==> config.mk <==
export PLATFORM = sky130hd
export DESIGN_NAME = rf_wr_arb
export DESIGN_NICKNAME = d
export VERILOG_FILES = /design/src/rtl/rf_wr_arb.sv
export SDC_FILE = /design/constraint.sdc
export NUM_CORES = 1
export LEC_CHECK = 0
export CELL_PAD_IN_SITES_DETAIL_PLACEMENT = 0
export CELL_PAD_IN_SITES_GLOBAL_PLACEMENT = 2
export CORE_MARGIN = 2
export CORE_UTILIZATION = 42
export CTS_CLUSTER_SIZE = 20
export DETAILED_ROUTE_END_ITERATION = 16
export PLACE_DENSITY_LB_ADDON = 0.1
export RECOVER_POWER = 25
export REMOVE_ABC_BUFFERS = 1
export SYNTH_ARGS = -nofsm -noshare
export SYNTH_HDL_FRONTEND = slang
export SYNTH_HIERARCHICAL = 1
export SYNTH_SLANG_ARGS = --single-unit
==> constraint.sdc <==
create_clock -name clk -period 3.45 [get_ports clk]
set_input_delay 0.5175 -clock clk [delete_from_list [all_inputs] [get_ports clk]]
set_output_delay 0.5175 -clock clk [all_outputs]
set_load 0.01 [all_outputs]
==> src/rtl/rf_wr_arb.sv <==
// rf_wr_arb: two-requester register-file write arbiter.
// Each requester feeds a 2-entry FIFO; heads are granted round-robin onto a registered write port.
module rf_wr_arb_fifo2 #(
    parameter int W = 19
) (
    input  logic         clk,
    input  logic         rst_n,
    input  logic         valid,
    input  logic         pop,
    input  logic [W-1:0] din,
    output logic         ready,
    output logic [W-1:0] head,
    output logic         nonempty
);
    logic [W-1:0] mem [2];
    logic         wp, rp;
    logic [1:0]   cnt, cnt_nx;
    logic         push;

    assign push     = valid && ready;
    assign cnt_nx   = cnt + 2'(push) - 2'(pop);
    assign head     = mem[rp];
    assign nonempty = cnt != 2'd0;

    // ready is registered from the next occupancy so it never depends on valid
    always_ff @(posedge clk) begin
        if (!rst_n) begin
            wp    <= 1'b0;
            rp    <= 1'b0;
            cnt   <= 2'd0;
            ready <= 1'b0;
        end else begin
            if (push) begin
                mem[wp] <= din;
                wp      <= ~wp;
            end
            if (pop) rp <= ~rp;
            cnt   <= cnt_nx;
            ready <= cnt_nx != 2'd2;
        end
    end
endmodule

module rf_wr_arb #(
    parameter int AW = 2,
    parameter int DW = 17
) (
    input  logic          clk,
    input  logic          rst_n,
    input  logic          a_valid,
    output logic          a_ready,
    input  logic [AW-1:0] a_addr,
    input  logic [DW-1:0] a_data,
    input  logic          b_valid,
    output logic          b_ready,
    input  logic [AW-1:0] b_addr,
    input  logic [DW-1:0] b_data,
    output logic          we0,
    output logic [AW-1:0] waddr0,
    output logic [DW-1:0] din0,
    output logic          idle
);
    logic [AW+DW-1:0] a_head, b_head;
    logic             a_ne, b_ne, grant_a, grant_b, ptr;

    rf_wr_arb_fifo2 #(.W(AW + DW)) u_fifo_a (
        .clk(clk), .rst_n(rst_n), .valid(a_valid), .pop(grant_a),
        .din({a_addr, a_data}), .ready(a_ready), .head(a_head), .nonempty(a_ne)
    );

    rf_wr_arb_fifo2 #(.W(AW + DW)) u_fifo_b (
        .clk(clk), .rst_n(rst_n), .valid(b_valid), .pop(grant_b),
        .din({b_addr, b_data}), .ready(b_ready), .head(b_head), .nonempty(b_ne)
    );

    // ptr=0 favours A; whichever port wins, priority moves to the other one
    assign grant_a = a_ne && (!b_ne || !ptr);
    assign grant_b = b_ne && (!a_ne || ptr);
    assign idle    = !a_ne && !b_ne && !we0;

    always_ff @(posedge clk) begin
        if (!rst_n) begin
            ptr    <= 1'b0;
            we0    <= 1'b0;
            waddr0 <= '0;
            din0   <= '0;
        end else begin
            we0 <= grant_a || grant_b;
            if (grant_a) ptr <= 1'b1;
            if (grant_b) ptr <= 1'b0;
            if (grant_a || grant_b) {waddr0, din0} <= grant_a ? a_head : b_head;
        end
    end
endmodule

==> flow_metrics.py <==
metrics = {
    "status": {
        "outcome": "complete, no violations",
    },
    "setup_path": {
        "r2r-start": "u_fifo_a/cnt[1]$_SDFF_PN0_",
        "worstRegToRegCells": 8,
        "path_max_fanout": 13,
        "worstSetupPathType": "reg2out",
        "timing.rr.end": "u_fifo_a/ready$_SDFF_PN0_",
        "worstPathRequired_ps": 2930,
        "r2r_setup_slack_ps": 1180,
        "arrival_ps": 2150,
        "cp-end-kind": "output port",
        "critPathLaunchType": "flip-flop",
    },
    "synthesis": {
        "synth_top_cell_area_share": 0.504,
        "synth_cell_types": 28,
        "syn-cell-area_um2": 4520,
        "netlist_instances": 267,
        "synth-simple-area-share": 0.0246,
        "syn-mean-instance-area_um2": 16.9,
        "yosys.area_share.xor_xnor": 0.0138,
        "synthAdderAreaFrac": 0.0111,
        "synth.area.top_cells": "edfxtp_1, dfxtp_1, mux2_4",
        "synth-seq-area-share": 0.650,
        "synth_seq_cells": 109,
        "synth_top_family_by_area": "multiplexers",
        "yosysWarnings": 6,
        "synth_mux_area_frac": 0.167,
        "synth_compound_area_frac": 0.0985,
        "yosysTopAreaCell": "edfxtp_1",
    },
    "detailed_routing": {
        "drt_iter0_drc": 117,
        "drt_pass1_iterations": 4,
        "via_per_inst": 5.11,
        "wl_per_cell_um": 17.9,
        "drtAntennaViolNets": 0,
        "drcViolationCount": 0,
        "via_count": 2426,
        "wl_mm": 8.50,
    },
    "place": {
        "place_congestion": 0.727,
        "io_buffers": 64,
        "dp_slack_ps": 1170,
        "dp_cells": 459,
        "place_hpwl_mm": 5.76,
    },
    "floorplan": {
        "die_w_um": 108,
        "dieArea_um2": 11600,
        "core.rowCount": 37,
        "core-area_um2": 10400,
        "start_util": 0.436,
        "io-pin-count": 65,
        "fp.dieH_um": 108,
    },
    "cts": {
        "clk_pin_slew_worst_paths_ps": 90,
        "hold_buffers": 0,
        "numClockSinks": 109,
        "clock_path_buffers": 2,
        "cts_root_buf": "clkbuf_8",
        "cts-buffers-inserted": 9,
        "worstSkewPairLatency_ps": 360,
        "post_cts_resize_count": 0,
        "cts_tree": "yes",
        "cts.htree.levels": 3,
        "cts_setup_buffers": 0,
    },
    "global_routing": {
        "grt_pass1_vias": 2480,
        "antenna_found_initial": 0,
        "grt_pass1_wl_mm": 13.3,
        "overflow": 0,
        "grt_max_degree": 28,
        "gr-usage-all-layers": 0.155,
    },
    "final_layout": {
        "syn2layout_area_growth_pct": 20.8,
        "drive_above_1_share": 0.274,
        "nNetsFinal": 380,
        "multi_input_area_um2": 1440,
        "num_antenna_cells": 0,
        "instances_no_fill": 475,
        "seq_area_um2": 2940,
        "final_cell_mix": "edfxtp_1, clkdlybuf4s50_1, dfxtp_1",
        "fillers": 893,
        "layout_commonest_cell": "edfxtp_1",
    },
    "min_path": {
        "hold_class": "reg2reg",
        "hold_start": "u_fifo_a/rp$_SDFFE_PN0P_",
        "min_path_cells": 2,
    },
    "job": {
        "maxCapViolCount": 0,
    },
    "timing": {
        "setup-tns-final_ps": 0,
        "finClkSkew_ps": 8.54,
        "drv_slew": 0,
        "maxSlewHeadroom": 0.284,
        "layout_setup_ws_ps": 784,
        "rsz0062_at_grt": "false",
        "worst_pin_slew_ps": 1070,
        "finalSetupViolCount": 0,
        "final_hold_viol_count": 0,
        "fmax_mhz": 375,
        "min_period_over_period": 0.773,
        "period_minus_slack_ps": 2670,
    },
    "power_and_ir_drop": {
        "power_per_cell_area_nw_per_um2": 748,
        "power_w": 0.00409,
        "ir_drop_v": 0.000421,
        "power.leakage_nw": 1.94,
    },
}
[layout make-up]
cell class | count | share of cell area
clock buffer | 12 | 0.0266
multi-input combinational | 134 | 0.264
sequential | 109 | 0.538
inverter | 8 | 0.00549
tap | 136 | 0.0311
clock inverter | 4 | 0.00595
timing repair buffer | 72 | 0.128
[cells in the mapped netlist]
| master | count |
|---|---|
| edfxtp_1 | 76 |
| dfxtp_1 | 33 |
| mux2_4 | 30 |
| mux2_2 | 19 |
| o31a_1 | 19 |
| o221a_2 | 13 |
| mux2_1 | 8 |
| inv_1 | 7 |
| clkbuf_1 | 6 |
| nor2_1 | 6 |
| o221a_1 | 6 |
| nor3_1 | 5 |
| buf_2 | 4 |
| buf_6 | 4 |
| ha_1 | 4 |
| a21oi_1 | 3 |
| nand2_1 | 3 |
| o21a_1 | 3 |
| a21bo_2 | 2 |
| and2_1 | 2 |
| buf_12 | 2 |
| nand2b_1 | 2 |
| nand3b_1 | 2 |
| or2_2 | 2 |
| xnor2_1 | 2 |
| xnor3_1 | 2 |
| a21boi_0 | 1 |
| inv_2 | 1 |
[through the flow]
step / area, um^2 / util / hold slack (ps)
finish: 5470 / 0.527 / 527
global route: 5470 / 0.527 / 571
CTS: 5470 / 0.527 / 530
detailed placement: 5290 / 0.510 / 502
global placement: 5290 / 0.510 / 507
floorplan: 4400 / - / 481
[worst max-delay path: stages (launching register included)]
cell and delay (ps):
dfxtp_1 330, or2_2 450, buf_4 260, nor3_1 180
clkdlybuf4s50_1 560
[kinds of logic after synthesis]
family | after synthesis
flip-flops | 109
multiplexers | 57
AO/OA/AOI/OAI | 47
buffers and inverters | 24
AND/OR/NAND/NOR | 22
XOR/XNOR | 4
adder cells (fa/ha/maj) | 4
[registers in the layout (all words and copies together) (netlist names), named ones only]
signal	count
ptr	1
u_fifo_b/ready	1
din0	17
waddr0	2
u_fifo_b/mem	38
u_fifo_b/cnt	2
u_fifo_a/ready	1
u_fifo_a/mem	38
u_fifo_b/rp	1
u_fifo_a/rp	1
u_fifo_a/cnt	2
u_fifo_a/wp	1
u_fifo_b/wp	1
we0	1
[worst max path at each step]
stage                               endpoint                  startpoint
6_report                                idle  u_fifo_a/cnt[1]$_SDFF_PN0_
4_1_cts                                 idle  u_fifo_a/cnt[1]$_SDFF_PN0_
3_5_place_dp   u_fifo_b/mem[0][12]$_DFFE_PP_                       rst_n
3_3_place_gp                            idle  u_fifo_a/cnt[1]$_SDFF_PN0_
2_1_floorplan   u_fifo_a/mem[0][0]$_DFFE_PP_                       rst_n
5_1_grt                                 idle  u_fifo_a/cnt[1]$_SDFF_PN0_
[report_power, final]
group / switching, W / internal, W
Combinational: 0.000643 / 0.000899
Clock: 0.000422 / 0.000288
Sequential: 0.000200 / 0.00164
Total: 0.00126 / 0.00282
[routing by layer]
layer | share of wire | global-route usage
met5 | 0 | 0
met4 | 0.0082 | 0.0495
met3 | 0.047 | 0.0418
met2 | 0.51 | 0.257
met1 | 0.44 | 0.199
No activity file was read; power rests on OpenSTA's default activity.
